### src/rtl/lottery_pkg.sv
// Shared definitions for the lottery ticket player.
// Holds the FSM state enum, the BCD limit, the checker prize codes, the
// ticket length and small helpers to pick and validate ticket nibbles.
// No ports; imported by lottery_ticket_player.
package lottery_pkg;

    typedef enum logic [3:0] {
        ST_IDLE,
        ST_CHECK,
        ST_CLR,
        ST_PICK,
        ST_SEND,
        ST_GAP,
        ST_FIN,
        ST_WAIT,
        ST_DONE
    } state_t;

    localparam logic [3:0] BCD_MAX    = 4'd9;
    localparam logic [1:0] PRM_NONE   = 2'b00;
    localparam logic [1:0] PRM_P1     = 2'b01;
    localparam logic [1:0] PRM_P2     = 2'b10;
    localparam int         NUM_DIGITS = 5;

    // Digit 0 is the most significant nibble, the first one sent.
    function automatic logic [3:0] nibble_at(input logic [19:0] t, input logic [2:0] i);
        logic [3:0] n;
        case (i)
            3'd0:    n = t[19:16];
            3'd1:    n = t[15:12];
            3'd2:    n = t[11:8];
            3'd3:    n = t[7:4];
            3'd4:    n = t[3:0];
            default: n = 4'd0;
        endcase
        return n;
    endfunction

    function automatic logic ticket_is_bcd(input logic [19:0] t);
        logic ok;
        ok = 1'b1;
        for (int k = 0; k < NUM_DIGITS; k++) begin
            if (nibble_at(t, 3'(k)) > BCD_MAX) ok = 1'b0;
        end
        return ok;
    endfunction

endpackage

### src/rtl/lottery_lfsr16.sv
// 16-bit Fibonacci LFSR, taps 16,14,13,11 (right-shifting form).
// Ports:
//   clk    in  1   rising-edge clock
//   reset  in  1   asynchronous active-low reset, loads the seed
//   enable in  1   advance one step per cycle when high
//   value  out 16  current register contents
// A zero seed would lock the register at zero, so it is replaced by 1.
module lottery_lfsr16 #(
    parameter logic [15:0] SEED = 16'hACE1
) (
    input  logic        clk,
    input  logic        reset,
    input  logic        enable,
    output logic [15:0] value
);

    localparam logic [15:0] INIT = (SEED == 16'h0000) ? 16'h0001 : SEED;

    logic feedback;

    assign feedback = value[0] ^ value[2] ^ value[3] ^ value[5];

    always_ff @(posedge clk or negedge reset) begin
        if (!reset)      value <= INIT;
        else if (enable) value <= {feedback, value[15:1]};
    end

endmodule

### src/rtl/lottery_ticket_player.sv
// Automatic bettor driving the lottery checker's num/insert/finish interface.
// Per game: clear the checker, send 5 BCD digits (LFSR or fixed ticket),
// strobe finish, wait for the checker to settle and register its prize code.
// Ports:
//   clk, reset (async active-low)
//   start, mode, ticket[19:0]          game launch controls, sampled in IDLE
//   prm[1:0]                           prize code from the checker
//   num[3:0], insert, finish, game_rst checker interface
//   busy, done, err                    game status
//   prize[1:0], digits[19:0]           last completed game
//   games, wins [CNT_W-1:0]            saturating board counters
module lottery_ticket_player
    import lottery_pkg::*;
#(
    parameter int          GAP_CYCLES  = 1,
    parameter int          RESULT_WAIT = 3,
    parameter logic [15:0] LFSR_SEED   = 16'hACE1,
    parameter int          CNT_W       = 8
) (
    input  logic             clk,
    input  logic             reset,
    input  logic             start,
    input  logic             mode,
    input  logic [19:0]      ticket,
    input  logic [1:0]       prm,
    output logic [3:0]       num,
    output logic             insert,
    output logic             finish,
    output logic             game_rst,
    output logic             busy,
    output logic             done,
    output logic             err,
    output logic [1:0]       prize,
    output logic [19:0]      digits,
    output logic [CNT_W-1:0] games,
    output logic [CNT_W-1:0] wins
);

    state_t      state, next_state;
    logic        mode_q;
    logic [19:0] ticket_q;
    logic [2:0]  idx;
    logic [2:0]  load_idx;
    logic [3:0]  digit_q;
    logic [3:0]  load_digit;
    logic [7:0]  cnt;
    logic [15:0] lfsr_value;
    logic [11:0] lfsr_unused;

    lottery_lfsr16 #(.SEED(LFSR_SEED)) u_lfsr (
        .clk    (clk),
        .reset  (reset),
        .enable (1'b1),
        .value  (lfsr_value)
    );

    // Only the low nibble feeds digit selection.
    assign lfsr_unused = lfsr_value[15:4];

    // Outputs are decoded from the state alone, so an async reset forces
    // every strobe low immediately. In fixed mode the ticket nibble is ready
    // without a pick cycle, so after the first digit the FSM returns straight
    // to SEND and consecutive inserts are exactly GAP_CYCLES+1 apart.
    always_comb begin
        next_state = state;
        insert     = 1'b0;
        finish     = 1'b0;
        game_rst   = 1'b0;
        done       = 1'b0;
        err        = 1'b0;
        num        = 4'd0;
        case (state)
            ST_IDLE:  if (start) next_state = ST_CHECK;
            ST_CHECK: begin
                if (mode_q && !ticket_is_bcd(ticket_q)) begin
                    err        = 1'b1;
                    next_state = ST_IDLE;
                end else begin
                    next_state = ST_CLR;
                end
            end
            ST_CLR: begin
                game_rst   = 1'b1;
                next_state = ST_PICK;
            end
            ST_PICK: begin
                if (mode_q || (lfsr_value[3:0] <= BCD_MAX)) next_state = ST_SEND;
            end
            ST_SEND: begin
                insert = 1'b1;
                num    = digit_q;
                if (idx == 3'(NUM_DIGITS - 1)) next_state = ST_FIN;
                else if (GAP_CYCLES == 0)      next_state = mode_q ? ST_SEND : ST_PICK;
                else                           next_state = ST_GAP;
            end
            ST_GAP: begin
                if (cnt == 8'(GAP_CYCLES - 1)) next_state = mode_q ? ST_SEND : ST_PICK;
            end
            ST_FIN: begin
                finish     = 1'b1;
                next_state = ST_WAIT;
            end
            ST_WAIT: begin
                if (cnt == 8'(RESULT_WAIT - 1)) next_state = ST_DONE;
            end
            ST_DONE: begin
                done       = 1'b1;
                next_state = ST_IDLE;
            end
            default: next_state = ST_IDLE;
        endcase
    end

    // busy drops in the abort cycle so it never overlaps the err pulse.
    assign busy = (state != ST_IDLE) && !err;

    // The digit is loaded on entry to SEND; a SEND->SEND hop needs the next index.
    assign load_idx   = (state == ST_SEND) ? idx + 3'd1 : idx;
    assign load_digit = mode_q ? nibble_at(ticket_q, load_idx) : lfsr_value[3:0];

    always_ff @(posedge clk or negedge reset) begin
        if (!reset) state <= ST_IDLE;
        else        state <= next_state;
    end

    // Datapath: launch latches, digit bookkeeping, wait counter, prize and counters.
    always_ff @(posedge clk or negedge reset) begin
        if (!reset) begin
            mode_q   <= 1'b0;
            ticket_q <= 20'd0;
            idx      <= 3'd0;
            digit_q  <= 4'd0;
            cnt      <= 8'd0;
            prize    <= PRM_NONE;
            digits   <= 20'd0;
            games    <= '0;
            wins     <= '0;
        end else begin
            if (state == ST_IDLE && start) begin
                mode_q   <= mode;
                ticket_q <= ticket;
            end
            if (state == ST_CLR) idx <= 3'd0;
            if (state == ST_SEND && idx != 3'(NUM_DIGITS - 1)) idx <= idx + 3'd1;
            if (next_state == ST_SEND) digit_q <= load_digit;
            if (state == ST_SEND) begin
                for (int k = 0; k < NUM_DIGITS; k++) begin
                    if (idx == 3'(k)) digits[19-4*k -: 4] <= digit_q;
                end
            end
            if (state == ST_GAP || state == ST_WAIT) cnt <= cnt + 8'd1;
            else                                     cnt <= 8'd0;
            if (state == ST_WAIT && cnt == 8'(RESULT_WAIT - 1)) prize <= prm;
            if (state == ST_DONE) begin
                if (games != '1) games <= games + CNT_W'(1);
                if (prize != PRM_NONE && wins != '1) wins <= wins + CNT_W'(1);
            end
        end
    end

endmodule

### config.mk
export PLATFORM = sky130hd
export DESIGN_NAME = lottery_ticket_player
export DESIGN_NICKNAME = d
export VERILOG_FILES = /design/src/rtl/lottery_pkg.sv /design/src/rtl/lottery_lfsr16.sv /design/src/rtl/lottery_ticket_player.sv
export SDC_FILE = /design/constraint.sdc
export NUM_CORES = 1
export LEC_CHECK = 0
export BUFFER_PORTS_ARGS = -buffer_cell sky130_fd_sc_hd__buf_2
export CAP_MARGIN = 15
export CORE_MARGIN = 2
export CORE_UTILIZATION = 26
export CTS_CLUSTER_DIAMETER = 60
export CTS_CLUSTER_SIZE = 25
export DETAILED_ROUTE_END_ITERATION = 12
export GPL_TIMING_DRIVEN = 0
export HOLD_SLACK_MARGIN = 0.02
export PLACE_DENSITY = 0.47
export SYNTH_ARGS = -nofsm -noshare
export SYNTH_HDL_FRONTEND = slang
export SYNTH_SLANG_ARGS = --single-unit
### constraint.sdc
create_clock -name clk -period 4.29 [get_ports clk]
set_input_delay 0.6435 -clock clk [delete_from_list [all_inputs] [get_ports clk]]
set_output_delay 0.6435 -clock clk [all_outputs]
set_load 0.01 [all_outputs]
; ---- Yosys cells after proc, flatten, opt, wreduce, memory -nomap -nowiden
; Index checks and enable logic that the tools add are counted.
[op_classes]
n_addsub = 4
order_cmp = 6
n_eq_ne = 21
muxes = 32
n_bitwise = 3
reduce_logical = 24
[op_table]
columns = operator, n
row1 = $mux W4, 11
row2 = $pmux W4 S8, 1
row3 = $add A8 B1 Y8 const B, 3
row4 = $eq A4 B3 Y1 const B, 5
row5 = $gt A4 B4 Y1 const B, 5
row6 = $pmux W4 S5, 1
row7 = $ne A8 B8 Y1 const B, 2
row8 = $reduce_and A2 Y1, 7
row9 = $eq A3 B2 Y1 const B, 4
row10 = $mux W1, 12
row11 = $mux W3, 4
row12 = $eq A4 B2 Y1 const B, 2
row13 = $eq A8 B2 Y1 const B, 1
row14 = $logic_not A8 Y1, 1
row15 = $mux W8, 1
row16 = $eq A3 B1 Y1 const B, 2
row17 = $eq A3 B3 Y1 const B, 2
row18 = $logic_and A1 B1 Y1, 6
row19 = $logic_not A3 Y1, 2
row20 = $eq A4 B1 Y1 const B, 1
row21 = $eq A4 B4 Y1 const B, 1
row22 = $le A4 B4 Y1 const B, 1
row23 = $logic_not A4 Y1, 1
row24 = $mux W2, 2
row25 = other kinds (7), 12
[word_totals]
ff_bits = 94
input_bits = 26
out_inout_bits = 48
word_cells = 105

; ---- Depth between registers and ports, before layout
; Gate-level depths: netlist of run 1.
[logic_depth]
word_depth = 15
depth_mapped = 10
mapped_depth_nobuf = 8

; ---- Modules after synthesis
; A second synthesis of run 1 with hierarchy kept.
[hier_totals]
hier_cells = 389
area_unflattened_um2 = 4663.2
[by_module_without_submodules]
columns = module, instances, cells_each, area_each_um2, seq_area_each_um2
row1 = lottery_ticket_player, 1, 351, 3987.6, 1951.9
row2 = lottery_lfsr16, 1, 38, 675.6, 410.4

; ---- Worst setup path after synthesis of run 1
; OpenSTA, ideal clock, no wires.
[synth_timing]
kind = register -> register
from = register idx[0]
to = register digit_q[0]
setup_time_ns = 0.125
t_arrival_ns = 2.261
required_ns = 4.165
slack_ns = 1.905
stages_incl_launch_ff = 10
path_buffers = 1
synth_period_minus_slack_ns = 2.385
cell_sequence = dfrtp_1 -> ha_1 -> ha_1 -> buf_1 -> nor3b_1 -> mux2_4 -> a222oi_1 -> o21a_1 -> o21ai_1 -> mux2_2
[synth_via]
elab_chain_len = 5
elab_cells_between_ends = 13
cone_classes = add/sub: 1 / eq/ne: 6 / mux: 5 / reduce/logical: 1
[synth_rtl]
columns = item, line_no
row1 = start: declaration, lottery_ticket_player.sv:42  ; logic [2:0] idx;
row2 = start signal: assignment, lottery_ticket_player.sv:144  ; if (state == ST_SEND && idx != 3'(NUM_DIGITS - 1)) idx <= idx + 3'd1;
row3 = $add A3 B1 Y3, lottery_ticket_player.sv:118  ; assign load_idx = (state == ST_SEND) ? idx + 3'd1 : idx;
row4 = $mux W3, lottery_ticket_player.sv:118
row5 = "$eq A3 B3 Y1, or another cell as far along", lottery_pkg.sv:28  ; case (i)
row6 = $pmux W4 S5, lottery_pkg.sv:28
row7 = $mux W4, lottery_ticket_player.sv:119  ; assign load_digit = mode_q ? nibble_at(ticket_q, load_idx) : lfsr_value[3:0];
row8 = end signal: assignment, lottery_ticket_player.sv:145  ; if (next_state == ST_SEND) digit_q <= load_digit;
row9 = end: declaration, lottery_ticket_player.sv:44  ; logic [3:0] digit_q;
; Several ways; a longest one is shown, not always the timed one.
; A chain may end at the register's enable or synchronous reset.

; ---- Worst setup path in the final report of run 1
[layout_timing]
from = register state[3]
to = output port num[3]
[layout_via]
elab_chain_len = 2
[layout_rtl]
columns = item, line_no
row1 = start: declaration, lottery_ticket_player.sv:39  ; state_t state, next_state;
row2 = start signal: assignment, lottery_ticket_player.sv:123  ; else state <= next_state;
row3 = $eq A4 B3 Y1, lottery_ticket_player.sv:72  ; case (state)
row4 = $mux W4, lottery_ticket_player.sv:72
row5 = end: declaration, lottery_ticket_player.sv:26  ; output logic [3:0] num,
; No other way between the ends.

==> results.toml, run 1 <==
[cts]
clkTransAtPathRegs_ns = 0.07
clock_path_buffers = 2
ctsResizeCount = 0
cts_setup_buffers = 0
cts_sinks = 94
hold_buffers = 0
clk_latency_ns = 0.34
cts_htree_levels = 3
cts_root_buf = "clkbuf_16"
tritoncts = "done"
cts_buffers = 9

[routing]
vias = 2978
route.detailed.wl_per_inst_um = 14.7
drt_iter0_drc = 103
drc_errors = 0
drtAntennaViolNets = 0
vias_per_cell = 4.52
drt_wl_total_mm = 9.68
dr.pass1.iters = 4

[place]
place.port_buffers = 73
hpwl_mm = 7.05
gp_congestion = 0.803
post-place-cells = 643

[timing]
fmax_mhz = 356
rsz0062_at_grt = "no"
slew_viol_final = 0
tns_ns = 0
setup_violations = 0
fin_crit_sh_pct = 65.4
hold_viol = 0
worst_slew_pin_slew_ns = 0.875
slew_headroom_pct = 40.9
skew_ns = 0.00664
finalCriticalPeriod_ns = 2.81

[floorplanning]
pin_count = 74
core-area_um2 = 15900
die_area_um2 = 17400
initial_core_util_pct = 26.7
dieHeight_um = 132
rows = 46
die_w_um = 132

[synthesis]
synth_edf_count = 0
synth_mux_area_share_pct = 15.2
yosys.area.top_type = "dfrtp_1"
avgSynthCellArea_um2 = 12.1
synthAdderAreaFrac_pct = 2.93
synth_top_family_by_area = "multiplexers"
ys_types = 50
syn_inst = 353
synthTopCellsByArea = "dfrtp_1, mux2_2, dfstp_2, ha_1, nand2_1"
synth_most_common_cell = "dfrtp_1"
synth-simple-area-share_pct = 13.3
synth_fp_nets = 389
ys_seq_area_share_pct = 55.4
synth_seq_cells = 94
yosysWarnings = 0
synthArstFlopShare_pct = 100
yosys-top-cells-count = "dfrtp_1, mux2_2, nand2_1"
synth_area_um2 = 4260
ys.flop_type = "dfrtp_1"
synthXorXnorAreaFrac_pct = 4.72
synth_compound_area_share_pct = 6.10
synth_top_area_share_pct = 50.5

[global_route]
antenna_found_initial = 1
grt_max_degree = 70
grt_overflow = 0
grt_pass1_vias = 3125
grt_usage_pct = 12.0
grt_pass1_wl_mm = 16.6

[power_and_ir_drop]
ir_drop_uv = 326
power_density_nw_per_um2 = 603
leakagePower_uw = 0.00251

[finish]
layout-drive-gt1-share_pct = 35.2
fin_cells = 659
utilization_pct = 32.8
nFillCells = 1652
syn2layout_area_growth_pct = 22.6
final_nets = 474
antenna_cells = 0

[hold_path]
worstHoldPathType = "in2async"

[worst_setup_path]
crit_start = "state[3]"
cp.required_ns = 3.65
r2r_start = "idx[0]"
start_kind = "flip-flop"
critPathMaxFanout = 10
end_kind = "primary output"
path_class = "reg2out"
arrival_ns = 2.16

[job]
max-cap-violations = 0

[run_status]
status = "finished, final reports clean"
==> per-layer routing <==
metal / track usage, % / share of wire [%]
met5: 0 / 0.13
met3: 3.42 / 4.9
met1: 15.8 / 48
met2: 18.9 / 46
met4: 3.86 / 1.6
==> where the power goes <==
group          internal [uW]  switching [uW]
clock                    456             341
sequential              1080             184
combinational            509             579
==> cell usage in the layout, fill, tap and decap left out, types with 3 or more instances in the layout <==
master / synthesis / routed
nand4_1: 7 / 7
nand2_1: 28 / 28
and3_1: 3 / 3
o21a_1: 3 / 3
a21oi_1: 4 / 4
nand2b_1: 5 / 5
nand3_1: 14 / 14
and2_1: 4 / 4
xnor2_1: 11 / 11
xor2_1: 12 / 12
nor2_1: 21 / 21
dfrtp_1: 86 / 86
dfstp_2: 8 / 8
clkbuf_16: 0 / 9
clkbuf_1: 7 / 8
mux2i_1: 6 / 6
inv_1: 11 / 11
o21ai_0: 10 / 10
nor3_1: 7 / 7
ha_1: 10 / 10
nor3b_1: 4 / 4
a211o_1: 3 / 3
mux2_2: 49 / 49
nand3b_1: 5 / 5
buf_2: 2 / 74
==> worst paths after layout <==
kind	slack, ns	cells after the start	endpoint
max in group asynchronous	3.40	2	u_lfsr.value[0]
setup / recovery	1.48	6	num[3]
hold reg to reg	0.35	0	u_lfsr.value[3]
setup reg to reg	1.52	9	digit_q[1]
min in group clk	0.35	0	u_lfsr.value[3]
hold / removal	0.21	1	games[1]
==> sequential cells by signal, indices dropped and copies added (netlist names) <==
register      count
games             8
mode_q            1
u_lfsr.value     16
prize             2
digits           20
wins              8
digit_q           4
cnt               8
state             4
idx               3
ticket_q         20
==> layout make-up <==
type / instances / area, um2 / area share, %
plain buffers: 12 / 56.3 / 1.08
clock buffers: 10 / 229 / 4.38
clock inverters: 6 / 68.8 / 1.32
inverters: 11 / 41.3 / 0.790
multi-input cells: 236 / 1800 / 34.5
flip-flops and latches: 94 / 2360 / 45.2
well taps: 216 / 270 / 5.17
repair buffers: 74 / 395 / 7.56
==> cells by family (layout without fill, tap and decap cells) <==
kind of cell	Yosys count	after routing
AOI/OAI and AO/OA	37	37
xor gates and xnor gates	23	23
adders and majority gates	10	10
buffers and inverters	23	113
DFF	94	94
muxes	57	57
and+or+nand+nor	109	109
==> through the flow <==
| step | power [uW] | cell area, um2 | hold WS [ns] | setup WS, ns |
|---|---|---|---|---|
| after global routing | 3390 | 5230 | 0.228 | 1.29 |
| after CTS | 3200 | 5230 | 0.217 | 1.48 |
| final | 3150 | 5230 | 0.211 | 1.48 |
| after floorplan | 2010 | 4260 | 0.331 | 1.90 |
| after global placement | 2360 | 4900 | 0.338 | 1.55 |
| after detailed placement | 2380 | 4930 | 0.340 | 1.54 |
==> critical path, stage by stage (launching register included) <==
cell     delay (ns)
dfrtp_1        0.48
or4b_1         0.57
buf_6          0.16
inv_1          0.07
buf_2          0.25
and2_1         0.16
buf_2          0.12
Note: power is estimated with default switching activity, not from simulation.
==> run 2: changes to the inputs <==
--- a/config.mk
+++ b/config.mk
@@ -5,6 +5,7 @@
 export SDC_FILE = /design/constraint.sdc
 export NUM_CORES = 1
 export LEC_CHECK = 0
+export ABC_AREA = 1
 export BUFFER_PORTS_ARGS = -buffer_cell sky130_fd_sc_hd__buf_2
 export CAP_MARGIN = 15
 export CORE_MARGIN = 2
@@ -14,7 +15,7 @@
 export DETAILED_ROUTE_END_ITERATION = 12
 export GPL_TIMING_DRIVEN = 0
 export HOLD_SLACK_MARGIN = 0.02
-export PLACE_DENSITY = 0.47
+export PLACE_DENSITY = 0.49
 export SYNTH_ARGS = -nofsm -noshare
 export SYNTH_HDL_FRONTEND = slang
 export SYNTH_SLANG_ARGS = --single-unit
==> constraint.sdc (replaced) <==
create_clock -name clk -period 2.3 [get_ports clk]
set_input_delay 0.345 -clock clk [delete_from_list [all_inputs] [get_ports clk]]
set_output_delay 0.345 -clock clk [all_outputs]
set_load 0.01 [all_outputs]
==> run 2 against run 1 <==
  * Clock skew increased by 0.0025 ns
  * Combinational power increased by 130%
  * Cell count increased by 12%
  * Design area increased by 0.12%
  * Synthesized area about the same
  * Non-clock buffer count decreased by 6
  * Die area about the same
==> results.toml, run 2 <==
[run_status]
status = "finished, final reports clean"

[floorplanning]
rows = 46
pin_count = 74
dieHeight_um = 132
die_area_um2 = 17400
initial_core_util_pct = 26.8
die_w_um = 132
core-area_um2 = 15900

[synthesis]
synth_seq_cells = 94
ys.flop_type = "dfrtp_1"
synth_top_area_share_pct = 50.5
ys_seq_area_share_pct = 55.4
yosys-top-cells-count = "dfrtp_1, nand2_1, nor2_1"
synth_fp_nets = 468
avgSynthCellArea_um2 = 9.87
yosys.area.top_type = "dfrtp_1"
synth_area_um2 = 4270
syn_inst = 432
ys_types = 31
yosysWarnings = 0
synth_edf_count = 0
synth_most_common_cell = "dfrtp_1"
synthArstFlopShare_pct = 100
synthTopCellsByArea = "dfrtp_1, nand2_1, mux2_2, dfstp_2, nor2_1"

[timing]
whs_ns = 0.227
setup_ws_ns = 0.206
tns_ns = 0
hold_viol = 0
fmax_mhz = 477
slew_viol_final = 0
fin_crit_sh_pct = 91.1
slew_headroom_pct = 62.6
skew_ns = 0.00915
finalCriticalPeriod_ns = 2.09
worst_slew_pin_slew_ns = 0.556
setup_violations = 0
rsz0062_at_grt = "no"

[routing]
wl_met3_um = 372
drtAntennaViolNets = 0
drt_iter0_drc = 173
top_layer = "met4"
vias = 3171
drc_errors = 0
route.met2.wl_mm = 4.17
dr.pass1.iters = 4
route.detailed.wl_per_inst_um = 12.8
met1Wirelength_mm = 4.77
drt_wl_total_mm = 9.45
vias_per_cell = 4.29

[cts]
cts_root_buf = "clkbuf_16"
tritoncts = "done"
ctsResizeCount = 0
clk_latency_ns = 0.35
cts_sinks = 94
clkTransAtPathRegs_ns = 0.07
clock_path_buffers = 2
cts_htree_levels = 3
cts_buffers = 9

[power_and_ir_drop]
power_density_nw_per_um2 = 1210
power_uw = 6340
ir_drop_uv = 374
leakagePower_uw = 0.00257

[worst_setup_path]
slowest_delay_ns = 0.43
start_kind = "flip-flop"
path_class = "reg2reg"
crit_top_cell = "nor2_1"
cp_slowest_cell = "dfrtp_1"
arrival_ns = 2.34
end_kind = "flip-flop"
crit_chain = "ha_1 -> ha_1 -> nand3_1 -> nand2_2 -> buf_2 -> nand4_1 -> nand3_1 -> nor2_1 -> nor2_1 -> nor2_1 -> nor2_1"
critPathMaxFanout = 10
cp.required_ns = 2.54

[place]
dpl_worst_slack_ns = 0.234
hpwl_mm = 7.04
place_area_um2 = 4930
gp_congestion = 0.805
place.port_buffers = 73

[finish]
final_cell_mix = "dfrtp_1, nand2_1, buf_2, nor2_1, inv_1"
seq_area_um2 = 2360
layout-drive-gt1-share_pct = 29.3
nFillCells = 1667
antenna_cells = 0
final_nets = 554
reg.largest.list = "digits x20, ticket_q x20, u_lfsr.value x16"
layout_commonest_cell = "dfrtp_1"
final_cell_area_um2 = 5230
multi_input_area_um2 = 1730
syn2layout_area_growth_pct = 22.7

[global_route]
grt_pass1_wl_mm = 16.0
grt_pass1_vias = 3117
grt_overflow = 0
antenna_found_initial = 0
grt_max_degree = 69
grt_usage_pct = 11.6

[job]
max-cap-violations = 0

[hold_path]
worstHoldPathType = "in2reg"
-- run 2: cell types whose count changed after synthesis, moves of 5 or more --
cell	change
nand2_2	+8
nand2_1	+47
nand4_1	+12
clkbuf_1	-6
mux2_2	-25
nor2_4	+5
o21ai_0	+18
inv_2	+5
inv_1	+22
nand2b_1	-5
nand3_1	+14
nor2_1	+29
mux2i_1	-6
nand3b_1	-5
-- run 2: worst paths after layout --
kind                                  from               to  slack (ns)  cells after the start
max in group asynchronous            reset  u_lfsr.value[0]        1.15                      3
setup reg to reg                    idx[0]       digit_q[1]        0.21                     11
hold / removal                   ticket[2]      ticket_q[2]        0.23                      2
setup / recovery                    idx[0]       digit_q[1]        0.21                     11
hold reg to reg            u_lfsr.value[4]  u_lfsr.value[3]        0.35                      0
min in group asynchronous            reset          wins[0]        0.46                      2
-- run 2: power by group --
part / internal, uW / total (uW) / switching (uW)
clock: 781 / 1460 / 675
sequential: 2100 / 2410 / 319
combinational: 926 / 2470 / 1540
-- run 2: final cells by class --
class,count,share of cell area (%)
Tap cell,216,5.16
Sequential cell,94,45.1
Buffer,5,0.574
Timing Repair Buffer,75,7.75
Multi-Input combinational cell,295,33.1
Clock inverter,6,1.03
Clock buffer,10,4.57
Inverter,38,2.73
-- run 2: metrics by stage --
step           instances  utilization (%)
5_1_grt              739             32.8
2_1_floorplan        432                -
3_5_place_dp         722             30.9
3_3_place_gp         721             30.7
6_report             739             32.8
4_1_cts              739             32.8
-- run 2: critical path: cells and delay by family, from the launching register on --
| family | cells | cell delay [ns] |
|---|---|---|
| simple gates | 8 | 0.81 |
| buf+inv | 1 | 0.20 |
| fa+ha+maj | 2 | 0.54 |
| flops | 1 | 0.43 |
-- run 2: repair_timing --
action	CTS	global route
hold buffers	1	0
endpoints found under the hold margin	26	0
setup buffers	0	0
-- run 2: routing by layer --
metal / vias up / track usage, %
li1: 1595 / -
met1: 1505 / 16.0
met2: 61 / 17.0
met3: 10 / 3.31
met4: 0 / 4.53
met5: - / 0
-- run 2: logic make-up after synthesis --
group | share of synthesized area [%]
AO/OA/AOI/OAI | 4.84
XOR/XNOR | 3.70
adder cells (fa/ha/maj) | 2.93
buffers and inverters | 4.05
flip-flops | 55.4
multiplexers | 6.34
AND/OR/NAND/NOR | 22.8
